`src/rtl/adder_pipe_pkg.sv`:
```
`default_nettype none
// ============================================================================
// Module   : adder_pipe_pkg
// Purpose  : Shared constants and stage-count helper for the pipelined adder.
// Revision : 1.0 - initial release
// ============================================================================
package adder_pipe_pkg;

  localparam int   DEF_WIDTH = 64;
  localparam int   DEF_GROUP = 16;

  localparam logic MODE_ADD  = 1'b0;
  localparam logic MODE_SUB  = 1'b1;

  // Returns 0 for an illegal split so the instantiating module can reject it.
  function automatic int calc_ns(input int width, input int group);
    if (group < 1 || width < group || (width % group) != 0) return 0;
    return width / group;
  endfunction

endpackage
`default_nettype wire

```
`src/rtl/adder_group.sv`:
```
`default_nettype none
// ============================================================================
// Module   : adder_group
// Purpose  : Combinational GROUP-bit adder slice with carry into its MSB.
// Revision : 1.0 - initial release
// ============================================================================
module adder_group
  import adder_pipe_pkg::*;
#(
  parameter int GROUP = DEF_GROUP
) (
  input  logic [GROUP-1:0] a,
  input  logic [GROUP-1:0] b,
  input  logic             ci,
  output logic [GROUP-1:0] s,
  output logic             co,
  output logic             cmsb
);

  logic [GROUP:0] w_full;

  assign w_full = {1'b0, a} + {1'b0, b} + {{GROUP{1'b0}}, ci};
  assign s      = w_full[GROUP-1:0];
  assign co     = w_full[GROUP];
  // The MSB sum bit is a^b^carry-in, so the carry into the MSB falls out directly.
  assign cmsb   = a[GROUP-1] ^ b[GROUP-1] ^ w_full[GROUP-1];

endmodule
`default_nettype wire

```
`src/rtl/adder_pipe.sv`:
```
`default_nettype none
// ============================================================================
// Module   : adder_pipe
// Purpose  : Pipelined add/sub, one GROUP-bit slice per stage, valid/ready I/O.
// Revision : 1.0 - initial release
// ============================================================================
module adder_pipe
  import adder_pipe_pkg::*;
#(
  parameter int WIDTH = DEF_WIDTH,
  parameter int GROUP = DEF_GROUP
) (
  input  logic             clk,
  input  logic             rst_n,
  input  logic             in_valid,
  output logic             in_ready,
  input  logic [WIDTH-1:0] a,
  input  logic [WIDTH-1:0] b,
  input  logic             cin,
  input  logic             sub,
  output logic             out_valid,
  input  logic             out_ready,
  output logic [WIDTH-1:0] sum,
  output logic             cout,
  output logic             ovf,
  output logic             zero
);

  localparam int NS = calc_ns(WIDTH, GROUP);

  if (NS == 0) begin : g_bad_split
    $error("adder_pipe: WIDTH must be a positive multiple of GROUP");
  end

  logic             w_en;
  logic             w_accept;
  logic [WIDTH-1:0] w_bp;
  logic             w_cp;

  logic [NS-1:0]    r_v;
  logic [NS-1:0]    r_c;
  logic [WIDTH-1:0] r_s [NS];
  logic [WIDTH-1:0] r_a [NS];
  logic [WIDTH-1:0] r_b [NS];
  logic             r_ovf;

  logic [GROUP-1:0] w_ga [NS];
  logic [GROUP-1:0] w_gb [NS];
  logic [GROUP-1:0] w_gs [NS];
  logic [NS-1:0]    w_gci;
  logic [NS-1:0]    w_gco;
  logic             w_gcm [NS];

  // One global enable: the whole pipe moves or the whole pipe holds.
  assign w_en     = !r_v[NS-1] || out_ready;
  assign w_accept = in_valid && w_en;
  assign in_ready = w_en;

  assign w_bp = (sub == MODE_SUB) ? ~b   : b;
  assign w_cp = (sub == MODE_SUB) ? ~cin : cin;

  for (genvar k = 0; k < NS; k++) begin : g_stage
    if (k == 0) begin : g_head
      assign w_ga[k]  = a[GROUP-1:0];
      assign w_gb[k]  = w_bp[GROUP-1:0];
      assign w_gci[k] = w_cp;
    end else begin : g_tail
      assign w_ga[k]  = r_a[k-1][k*GROUP +: GROUP];
      assign w_gb[k]  = r_b[k-1][k*GROUP +: GROUP];
      assign w_gci[k] = r_c[k-1];
    end

    adder_group #(
      .GROUP (GROUP)
    ) u_grp (
      .a    (w_ga[k]),
      .b    (w_gb[k]),
      .ci   (w_gci[k]),
      .s    (w_gs[k]),
      .co   (w_gco[k]),
      .cmsb (w_gcm[k])
    );
  end

  always_ff @(posedge clk) begin
    if (!rst_n) begin
      r_v   <= '0;
      r_c   <= '0;
      r_ovf <= 1'b0;
      for (int k = 0; k < NS; k++) begin
        r_s[k] <= '0;
      end
    end else if (w_en) begin
      r_v[0]             <= w_accept;
      r_s[0][GROUP-1:0]  <= w_gs[0];
      r_a[0]             <= a;
      r_b[0]             <= w_bp;
      r_c[0]             <= w_gco[0];
      for (int k = 1; k < NS; k++) begin
        r_v[k]                  <= r_v[k-1];
        r_s[k]                  <= r_s[k-1];
        r_s[k][k*GROUP +: GROUP] <= w_gs[k];
        r_a[k]                  <= r_a[k-1];
        r_b[k]                  <= r_b[k-1];
        r_c[k]                  <= w_gco[k];
      end
      r_ovf <= w_gcm[NS-1] ^ w_gco[NS-1];
    end
  end

  assign out_valid = r_v[NS-1];
  assign sum       = r_s[NS-1];
  assign cout      = r_c[NS-1];
  assign ovf       = r_ovf;
  assign zero      = (r_s[NS-1] == '0);

endmodule
`default_nettype wire
```
`config.mk`:
```
export PLATFORM = sky130hd
export DESIGN_NAME = adder_pipe
export DESIGN_NICKNAME = d
export VERILOG_FILES = /design/src/rtl/adder_pipe_pkg.sv /design/src/rtl/adder_group.sv /design/src/rtl/adder_pipe.sv
export SDC_FILE = /design/constraint.sdc
export NUM_CORES = 1
export LEC_CHECK = 0
export CAP_MARGIN = 5
export CORE_AREA = 2 2 205 207
export CTS_CLUSTER_DIAMETER = 80
export DETAILED_ROUTE_END_ITERATION = 16
export DIE_AREA = 0 0 207 209
export DONT_BUFFER_PORTS = 1
export PLACE_DENSITY = 0.64
export SLEW_MARGIN = 20
export SYNTH_ARGS = -nofsm -noshare
export SYNTH_HDL_FRONTEND = slang
export SYNTH_HIERARCHICAL = 1
export SYNTH_SLANG_ARGS = --single-unit
```
`constraint.sdc`:
```
create_clock -name clk -period 20.9 [get_ports clk]
set_input_delay 6.27 -clock clk [delete_from_list [all_inputs] [get_ports clk]]
set_output_delay 6.27 -clock clk [all_outputs]
set_load 0.05 [all_outputs]
```
Word-level counts from Yosys, hierarchy flattened
Memories as Yosys holds them, arrays and structs flattened.
Cells that the tools add are included.
Widths: inputs -> output; s select.
- add/subtract/negate cells: 8
- bitwise logic cells: 12
- multiplexer cells: 13
- reduce and logical (&&, ||, !) cells: 4
- operators with widths (operator ; count):
    $mux 64 ; 4
    $add 16x16->17 ; 4
    $add 17x1->17 ; 4
    $logic_not 64->1 ; 1
    $mux 16 ; 4
    $not 64->64 ; 1
    $or 1x1->1 ; 7
    $mux 1 ; 5
    $xor 1x1->1 ; 3
    $logic_and 1x1->1 ; 1
    $logic_not 1->1 ; 1
    $logic_or 1x1->1 ; 1
    $not 1->1 ; 1
- memory bits (writable): 768
- memories kept: 3
- input port bits: 134
- logic and storage cells: 43
- register bits after elaboration: 9
- memory list (name ; depth ; bits a word ; read ports ; clocked after Yosys merged registers in ; write ports ; RTL line ; source):
    r_a ; 4 ; 64 ; 3 ; 0 ; 4 ; adder_pipe.sv:43 ; logic [WIDTH-1:0] r_a [NS];
    r_b ; 4 ; 64 ; 3 ; 0 ; 4 ; adder_pipe.sv:44 ; logic [WIDTH-1:0] r_b [NS];
    r_s ; 4 ; 64 ; 4 ; 0 ; 4 ; adder_pipe.sv:42 ; logic [WIDTH-1:0] r_s [NS];

Longest topological paths before layout
Gate-level depths: netlist of run 1.
- depth after elaboration: 7
- gate-level depth with buffers: 11
- depth with buffers taken out: 10

Cells and area by module
Netlist of run 1, hierarchy kept.
- by module, submodules not included (module ; cells an instance ; area an instance (um2) ; times used ; seq. area each (um2)):
    adder_pipe ; 681 ; 12903.6 ; 1 ; 10750.3
    adder_group (g_stage[0].u_grp ...) ; 101 ; 859.6 ; 3 ; 0.0
    adder_group (g_stage[3].u_grp) ; 102 ; 804.5 ; 1 ; 0.0

Worst setup path after synthesis of run 1
Ideal clock, no wire load.
- path type: in2out
- start point: in out_ready
- end point: out in_ready
- setup slack: 7.801 ns
- stages: 5
- arrival time: 6.829 ns
- path through: nor2b_4 > buf_6 > inv_6 > buf_12 > buf_6
- longest elaborated chain between the ends: 1
- RTL lines (item ; RTL line ; source):
    from (decl) ; adder_pipe.sv:22 ; input logic out_ready,
    $logic_or 1x1->1 ; adder_pipe.sv:55 ; assign w_en = !r_v[NS-1] || out_ready;
    to (decl) ; adder_pipe.sv:16 ; output logic in_ready,
Every way passes these cells.

Worst setup path after layout of run 1
Same ends and word-level chain as after synthesis.

==> results.json, run 1 <==
{
  "detail_route.wl_per_cell_um": 19.5,
  "die_area_sq_um": 43300,
  "crit_path_start": "out_ready",
  "use_met3": 0.0515,
  "core_sq_um": 41300,
  "ys_seq_area_frac": 0.660,
  "irDropWorstVdd_mv": 0.0635,
  "hold_viol_final": 0,
  "leakage_uw": 0.00712,
  "layout-drive-gt1-share": 0.113,
  "min_path_type": "flop to flop",
  "nets": 1277,
  "crit_type": "input pin to primary output",
  "initial_core_util": 0.394,
  "maxCapViolCount": 0,
  "async_reset_ff_frac": 0,
  "power.density_nw_per_um2": 102,
  "internal-power_uw": 1360,
  "dp_cells": 1572,
  "synth_top_area_share": 0.649,
  "grt_pass1_vias": 8308,
  "io_pins": 203,
  "path_buf_inv": 1,
  "syn-cell-area_sq_um": 16300,
  "post-cts-setup-buffer-count": 0,
  "p_sw_uw": 461,
  "yosys-top-cells-count": "edfxtp_1 (352), and3_1 (165), xor2_1 (88)",
  "grt_pass1_wl_mm": 48.4,
  "p_sw_frac": 0.252,
  "holdCritStartpoint": "r_a[0][53]",
  "crit_chain": "nor2b_4 -> inv_6",
  "cp-start-kind": "input pin",
  "synth_area_leaders": "edfxtp_1 (65%), and3_1 (6.3%), xor2_1 (4.7%), ha_1 (4.6%), xnor2_1 (1.6%)",
  "worstPathArrival_ps": 6830,
  "grt_max_degree": 172,
  "drc": 0,
  "r2r_slack_ps": 17070,
  "pwr-share-seq": 0.515,
  "path_max_fanout": 48,
  "maxSlewViolCount": 0,
  "ant_nets": 0,
  "area_delta_synth_final_pct": 9.96,
  "status": "finished clean",
  "cts.path.max_buffers": 3,
  "drt_iter0_markers": 535,
  "crit_slowest_cell": "nor2b_4",
  "syn_nets": 1288,
  "yosys.area.top_type": "edfxtp_1",
  "routed_via_density": 5.17,
  "place_congestion": 0.827,
  "period_minus_slack_ps": 13100,
  "die_w_um": 207,
  "crit_family": "simple AND/OR/NAND/NOR gates",
  "slowest_delay_ps": 310,
  "hpwl_mm": 21.9,
  "timing.rr.start": "r_v[3]",
  "finalPower_uw": 1830,
  "skew_ps": 24.5,
  "cts_max_level": 2,
  "place_area_sq_um": 16700,
  "wl_mm": 32.1,
  "hold_buffers": 0,
  "synth_ff_type": "edfxtp_1",
  "stdcell_count": 1641,
  "clock_latency_ps": 560,
  "synth_edf_count": 352,
  "avgSynthCellArea_sq_um": 15.0,
  "pwr-share-comb": 0.113,
  "dr.pass1.iters": 4,
  "tightestPinTransition_ps": 1010,
  "cts_tree": "built",
  "grt_overflow": 0,
  "portBuffers": 0,
  "finalInstanceArea_sq_um": 17900,
  "cts_buffers": 40,
  "setup_tns_ps": 0,
  "cp-end-kind": "primary output",
  "clk_pin_slew_ps": 60,
  "num_vias": 8490,
  "cts_resized": 0,
  "rsz0062_at_grt": "no",
  "clock-root-buffer": "clkbuf_16",
  "setup_viol": 0,
  "yosysMostFrequentCell": "edfxtp_1",
  "synth_cell_types": 60,
  "cts.sinks": 361,
  "num_rows": 75,
  "relSlewSlack": 0.326,
  "grt.met2_usage": 0.223,
  "grt_busiest_layer": "met2",
  "clockPowerShare": 0.371,
  "antenna_found_initial": 6,
  "synth_warnings": 6,
  "crit_required_ps": 14630,
  "ys_ff_latch": 361,
  "dieHeight_um": 209,
  "fmax_mhz": 76.3,
  "grt_usage": 0.146,
  "synthCells": 1086,
  "fill_cells": 3699,
  "utilization": 0.434,
  "fin_crit_sh": 0.627,
  "grt_util_met1": 0.188
}
[power groups by stage]
stage / Sequential, uW / Clock (uW) / Combinational (uW)
detailed placement: 957 / 0 / 207
floorplan: 947 / 0 / 171
global placement: 955 / 0 / 205
global route: 947 / 724 / 231
finish: 941 / 678 / 207
CTS: 942 / 699 / 208
[worst paths after layout]
kind                      to  depth (start not counted)
setup / recovery    in_ready                          2
hold / removal    r_a[1][53]                          0
setup reg to reg  r_b[2][59]                          5
hold reg to reg   r_a[1][53]                          0
[routing by layer]
layer / vias up / wire length (um)
met5: - / 51
met4: 8 / 1030
met3: 61 / 2540
met2: 207 / 14500
met1: 4105 / 13900
li1: 4109 / -
[sequential cells by signal, summed over array words and instances (netlist names)]
register	flops
r_v	4
r_b	96
ovf	1
r_a	96
r_s	160
r_c	4
[cells in the final DEF, fill, tap and decap left out, types with 9 or more instances in the layout]
| cell type | n |
|---|---|
| xnor2_1 | 29 |
| dfxtp_1 | 9 |
| xor2_1 | 88 |
| and3_1 | 165 |
| nor4_1 | 16 |
| clkbuf_16 | 40 |
| nand4_1 | 16 |
| nor2_1 | 27 |
| o21ai_0 | 16 |
| edfxtp_1 | 352 |
| ha_1 | 60 |
| a21o_1 | 12 |
| a21oi_1 | 43 |
| nand2_1 | 52 |
[cell families after synthesis]
| family | count (synthesis) | share of synthesized area |
|---|---|---|
| multiplexers | 1 | 0.000922 |
| AO/OA/AOI/OAI | 169 | 0.0904 |
| XOR/XNOR | 117 | 0.0629 |
| buffers and inverters | 69 | 0.0256 |
| adder cells (fa/ha/maj) | 68 | 0.0559 |
| flip-flops | 361 | 0.660 |
| AND/OR/NAND/NOR | 301 | 0.104 |
[metrics by stage]
stage | hold slack, ps | worst slack, ps
final | 414 | 7800
after global routing | 420 | 7720
after CTS | 406 | 7770
after detailed placement | 405 | 7770
after global placement | 401 | 7810
after floorplan | 400 | 7800
[area by class of cell]
| class | instances | area (sq um) | area share |
|---|---|---|---|
| Clock buffer | 47 | 1030 | 0.0574 |
| Multi-Input combinational cell | 656 | 5140 | 0.287 |
| Sequential cell | 361 | 10800 | 0.600 |
| Antenna cell | 1 | 2.50 | 0.000140 |
| Timing Repair Buffer | 7 | 52.6 | 0.00293 |
| Inverter | 9 | 38.8 | 0.00217 |
| Clock inverter | 21 | 226 | 0.0126 |
| Tap cell | 539 | 674 | 0.0377 |
(Power assumes the default switching activity.)
==> run 2: changes to the inputs <==
==> constraint.sdc (replaced) <==
create_clock -name clk -period 12.8 [get_ports clk]
set_input_delay 3.84 -clock clk [delete_from_list [all_inputs] [get_ports clk]]
set_output_delay 3.84 -clock clk [all_outputs]
set_load 0.05 [all_outputs]
==> results.json, run 2 (synthesized netlist as in run 1, its figures left out) <==
{
  "status": "finished clean",
  "num_vias": 8468,
  "irDropWorstVdd_mv": 0.0989,
  "initial_core_util": 0.394,
  "reg.largest.list": "r_s (160), r_a (96), r_b (96)",
  "crit_chain": "nor2b_4 -> inv_6",
  "portBuffers": 0,
  "skew_ps": 16.3,
  "slowest_delay_ps": 330,
  "setup_tns_ps": 0,
  "min_path_type": "flop to flop",
  "grt_usage": 0.144,
  "largest_reg_flops": 160,
  "period_minus_slack_ps": 8250,
  "multi_input_area_sq_um": 5140,
  "path_buf_inv": 1,
  "finalPower_uw": 2910,
  "path_max_fanout": 42,
  "fill_cells": 3698,
  "timing.rr.start": "r_v[3]",
  "antenna_found_initial": 4,
  "cts_max_level": 2,
  "n_antenna_cell": 0,
  "maxCapViolCount": 0,
  "relSlewSlack": 0.317,
  "fmax_mhz": 121,
  "final_common_cell": "edfxtp_1",
  "finalInstanceArea_sq_um": 17800,
  "maxSlewViolCount": 0,
  "hold_buffers": 0,
  "worstPathArrival_ps": 4410,
  "rr_endpoint": "r_b[1][59]",
  "grt_pass1_wl_mm": 47.9,
  "worstHoldPathCells": 0,
  "dr.pass1.iters": 4,
  "crit_required_ps": 8960,
  "cts_tree": "built",
  "final_cell_mix": "edfxtp_1 (352), and3_1 (165), xor2_1 (88)",
  "cts.sinks": 361,
  "layout-drive-gt1-share": 0.110,
  "post-cts-setup-buffer-count": 0,
  "cp-end-kind": "primary output",
  "r2r_slack_ps": 9040,
  "leakage_uw": 0.00708,
  "area_delta_synth_final_pct": 9.52,
  "cts_resized": 0,
  "core_sq_um": 41300,
  "die_w_um": 207,
  "grt_pass1_vias": 8246,
  "cp-start-kind": "input pin",
  "grt_max_degree": 172,
  "clock_latency_ps": 550,
  "tightestPinTransition_ps": 1020,
  "dieHeight_um": 209,
  "fin_crit_sh": 0.644,
  "crit_type": "input pin to primary output",
  "hpwl_mm": 21.9,
  "crit_family": "simple AND/OR/NAND/NOR gates",
  "rsz0062_at_grt": "no",
  "pre_cts_slack_ps": 4550,
  "crit_path_start": "out_ready",
  "place_congestion": 0.808,
  "die_area_sq_um": 43300,
  "drc": 0,
  "detail_route.wl_per_cell_um": 19.1,
  "ff_latch_area_sq_um": 10800,
  "whs_endpoint": "r_b[1][52]",
  "holdCritStartpoint": "r_b[0][52]",
  "drt_iter0_markers": 558,
  "num_rows": 75,
  "max_flop_register": "r_s",
  "setup_viol": 0,
  "io_pins": 203,
  "place_area_sq_um": 16700,
  "nets": 1276,
  "fin_ws_ps": 4550,
  "hold_viol_final": 0,
  "ant_nets": 0,
  "grt_overflow": 0,
  "clock-root-buffer": "clkbuf_16",
  "wl_mm": 31.3,
  "routed_via_density": 5.16,
  "crit_slowest_cell": "nor2b_4",
  "cts.path.max_buffers": 3,
  "clk_pin_slew_ps": 60,
  "power.density_nw_per_um2": 163,
  "rr_worst_depth": 5,
  "cts_buffers": 39
}
==> run 2: cell types whose count changed in the layout (fill, tap and decap cells not counted) <==
cell	before	now
bufinv_16	4	1
clkbuf_1	7	14
clkinv_1	8	5
clkinv_2	3	1
clkinv_4	0	2
clkinvlp_4	1	2
diode_2	1	0
inv_6	4	3
==> run 2: through the flow <==
stage	std cells	util	hold slack, ps
finish	1641	0.432	408
global placement	1572	0.403	402
floorplan	1086	-	400
detailed placement	1572	0.403	405
CTS	1641	0.432	409
global route	1641	0.432	418
==> run 2: worst max path at each step <==
stage | end | slack, ps | cells past startpoint
final | in_ready | 4550 | 2
after global placement | in_ready | 4590 | 2
after CTS | in_ready | 4550 | 2
after floorplan | r_a[0][16] | 3420 | 6
after detailed placement | in_ready | 4550 | 2
after global routing | in_ready | 4500 | 2
==> run 2: cell type report <==
type / count / share of cell area
multi-input combinational: 656 / 0.288
clock inverter: 15 / 0.00737
timing repair buffer: 7 / 0.00295
sequential: 361 / 0.603
clock buffer: 54 / 0.0591
tap: 539 / 0.0378
inverter: 9 / 0.00217
==> run 2: power by group <==
group | internal, uW | switching, uW
logic | 148 | 188
clock network | 600 | 437
registers | 1420 | 112
total | 2170 | 736
==> run 2: layer usage <==
| metal | global-route usage | wire length (um) |
|---|---|---|
| met1 | 0.181 | 13300 |
| met2 | 0.218 | 14200 |
| met3 | 0.0535 | 2520 |
| met4 | 0.0692 | 1200 |
| met5 | 0 | 49 |
==> run 3: changes to the inputs <==
--- a/config.mk
+++ b/config.mk
@@ -11,7 +11,7 @@
 export DETAILED_ROUTE_END_ITERATION = 16
 export DIE_AREA = 0 0 207 209
 export DONT_BUFFER_PORTS = 1
-export PLACE_DENSITY = 0.64
+export PLACE_DENSITY = 0.66
 export SLEW_MARGIN = 20
 export SYNTH_ARGS = -nofsm -noshare
 export SYNTH_HDL_FRONTEND = slang
==> constraint.sdc (replaced) <==
create_clock -name clk -period 7 [get_ports clk]
set_input_delay 2.1 -clock clk [delete_from_list [all_inputs] [get_ports clk]]
set_output_delay 2.1 -clock clk [all_outputs]
set_load 0.05 [all_outputs]
==> results.json, run 3 (synthesized netlist as in run 1, its figures left out) <==
{
  "crit_required_ps": 4900,
  "dr.pass1.iters": 7,
  "leakage_uw": 0.00718,
  "place_area_sq_um": 16700,
  "rr_endpoint": "ovf",
  "finalInstanceArea_sq_um": 18000,
  "clockPowerShare": 0.381,
  "initial_core_util": 0.394,
  "routed_via_density": 5.17,
  "rsz0062_at_grt": "no",
  "hold_viol_final": 0,
  "crit_chain": "nor4_1 -> nand4_1 -> nor4_2 -> buf_4",
  "setup_tns_ps": 0,
  "utilization": 0.436,
  "final_cell_mix": "edfxtp_1 (352), and3_1 (165), xor2_1 (88)",
  "endpoint": "zero",
  "clock_latency_ps": 540,
  "drc": 0,
  "fin_ws_ps": 2030,
  "cp.depth": 4,
  "internal-power_uw": 4150,
  "num_rows": 75,
  "path_max_fanout": 2,
  "r2r_slack_ps": 4050,
  "antenna_found_initial": 7,
  "cts_buffers": 39,
  "grt_overflow": 0,
  "timing.rr.start": "r_a[2][48]",
  "maxSlewViolCount": 0,
  "pwr-share-seq": 0.508,
  "num_vias": 8520,
  "period_minus_slack_ps": 4970,
  "maxCapViolCount": 0,
  "p_sw_uw": 1380,
  "worstPathArrival_ps": 2870,
  "skew_ps": 15.2,
  "fmax_mhz": 201,
  "grt_pass1_wl_mm": 49.0,
  "io_pins": 203,
  "crit_family": "simple AND/OR/NAND/NOR gates",
  "cp-start-kind": "flop",
  "cts.path.max_buffers": 3,
  "place_congestion": 0.832,
  "nets": 1277,
  "detail_route.wl_per_cell_um": 19.4,
  "pwr-share-comb": 0.111,
  "core_sq_um": 41300,
  "irDropWorstVdd_mv": 0.214,
  "slowest_delay_ps": 920,
  "crit_path_start": "r_s[3][32]",
  "relSlewSlack": 0.332,
  "tightestPinTransition_ps": 1000,
  "setup_viol": 0,
  "reg.largest.list": "r_s (160), r_a (96), r_b (96)",
  "path_buf_inv": 1,
  "cp-end-kind": "primary output",
  "grt_usage": 0.145,
  "cts.sinks": 361,
  "dieHeight_um": 209,
  "fin_crit_sh": 0.710,
  "crit_slowest_cell": "nor4_1",
  "clk_pin_slew_ps": 60,
  "portBuffers": 0,
  "cts_max_level": 2,
  "drt_iter0_markers": 523,
  "max_flop_register": "r_s",
  "die_area_sq_um": 43300,
  "layout-drive-gt1-share": 0.123,
  "area_delta_synth_final_pct": 10.6,
  "crit_type": "flop to primary output",
  "hpwl_mm": 22.2,
  "post-cts-setup-buffer-count": 0,
  "cts_resized": 0,
  "hold_buffers": 0,
  "clock-root-buffer": "clkbuf_16",
  "cts_tree": "built",
  "status": "finished clean",
  "final_common_cell": "edfxtp_1",
  "fill_cells": 3662,
  "die_w_um": 207,
  "grt_pass1_vias": 8509,
  "pre_cts_slack_ps": 2200,
  "power.density_nw_per_um2": 307,
  "p_sw_frac": 0.249,
  "ant_nets": 0,
  "wl_mm": 32.0,
  "largest_reg_flops": 160,
  "grt_max_degree": 172,
  "rr_worst_depth": 10,
  "min_path_type": "flop to flop"
}
[run 3: changes by cell type in the layout (fill, tap and decap cells not counted), moves of 2 or more]
cell / previous run / this run
clkbuf_1: 14 / 6
clkinv_2: 1 / 8
bufinv_16: 1 / 5
clkbuf_8: 0 / 3
clkinv_1: 5 / 2
clkinv_4: 2 / 0
diode_2: 0 / 2
[run 3: per-stage QoR]
step	hold slack, ps	std cells	total power [uW]
finish	415	1647	5530
global route	420	1647	5760
CTS	416	1645	5610
detailed placement	405	1573	3470
global placement	401	1573	3460
floorplan	400	1086	3330
[run 3: worst min path at each step]
stage	start	end	slack, ps	cells past startpoint
2_1_floorplan	r_a[0][32]	r_a[1][32]	400	0
3_3_place_gp	r_a[1][52]	r_a[2][52]	400	0
3_5_place_dp	r_a[0][34]	r_a[1][34]	400	0
4_1_cts	r_a[0][51]	r_a[1][51]	420	0
5_1_grt	r_b[0][52]	r_b[1][52]	420	0
6_report	r_b[0][61]	r_b[1][61]	410	0
[run 3: final cells by class]
class | instances | area [sq um] | area share
Sequential cell | 361 | 10800 | 0.597
Multi-Input combinational cell | 656 | 5140 | 0.285
Clock buffer | 49 | 1060 | 0.0591
Tap cell | 539 | 674 | 0.0374
Clock inverter | 23 | 279 | 0.0155
Timing Repair Buffer | 8 | 72.6 | 0.00403
Inverter | 9 | 38.8 | 0.00215
Antenna cell | 2 | 5.00 | 0.000278
[run 3: power groups by stage]
stage	combinational (uW)	clock (uW)	sequential (uW)
after CTS	620	2180	2810
after global routing	686	2250	2830
after global placement	613	0	2850
after detailed placement	618	0	2860
after floorplan	509	0	2820
final	615	2110	2810
[run 3: metal layers]
metal | GRT usage | part of all wire | up-vias
li1 | - | - | 4117
met1 | 0.183 | 0.43 | 4115
met2 | 0.229 | 0.46 | 194
met3 | 0.0499 | 0.073 | 86
met4 | 0.0633 | 0.037 | 8
met5 | 0 | 0.0014 | -
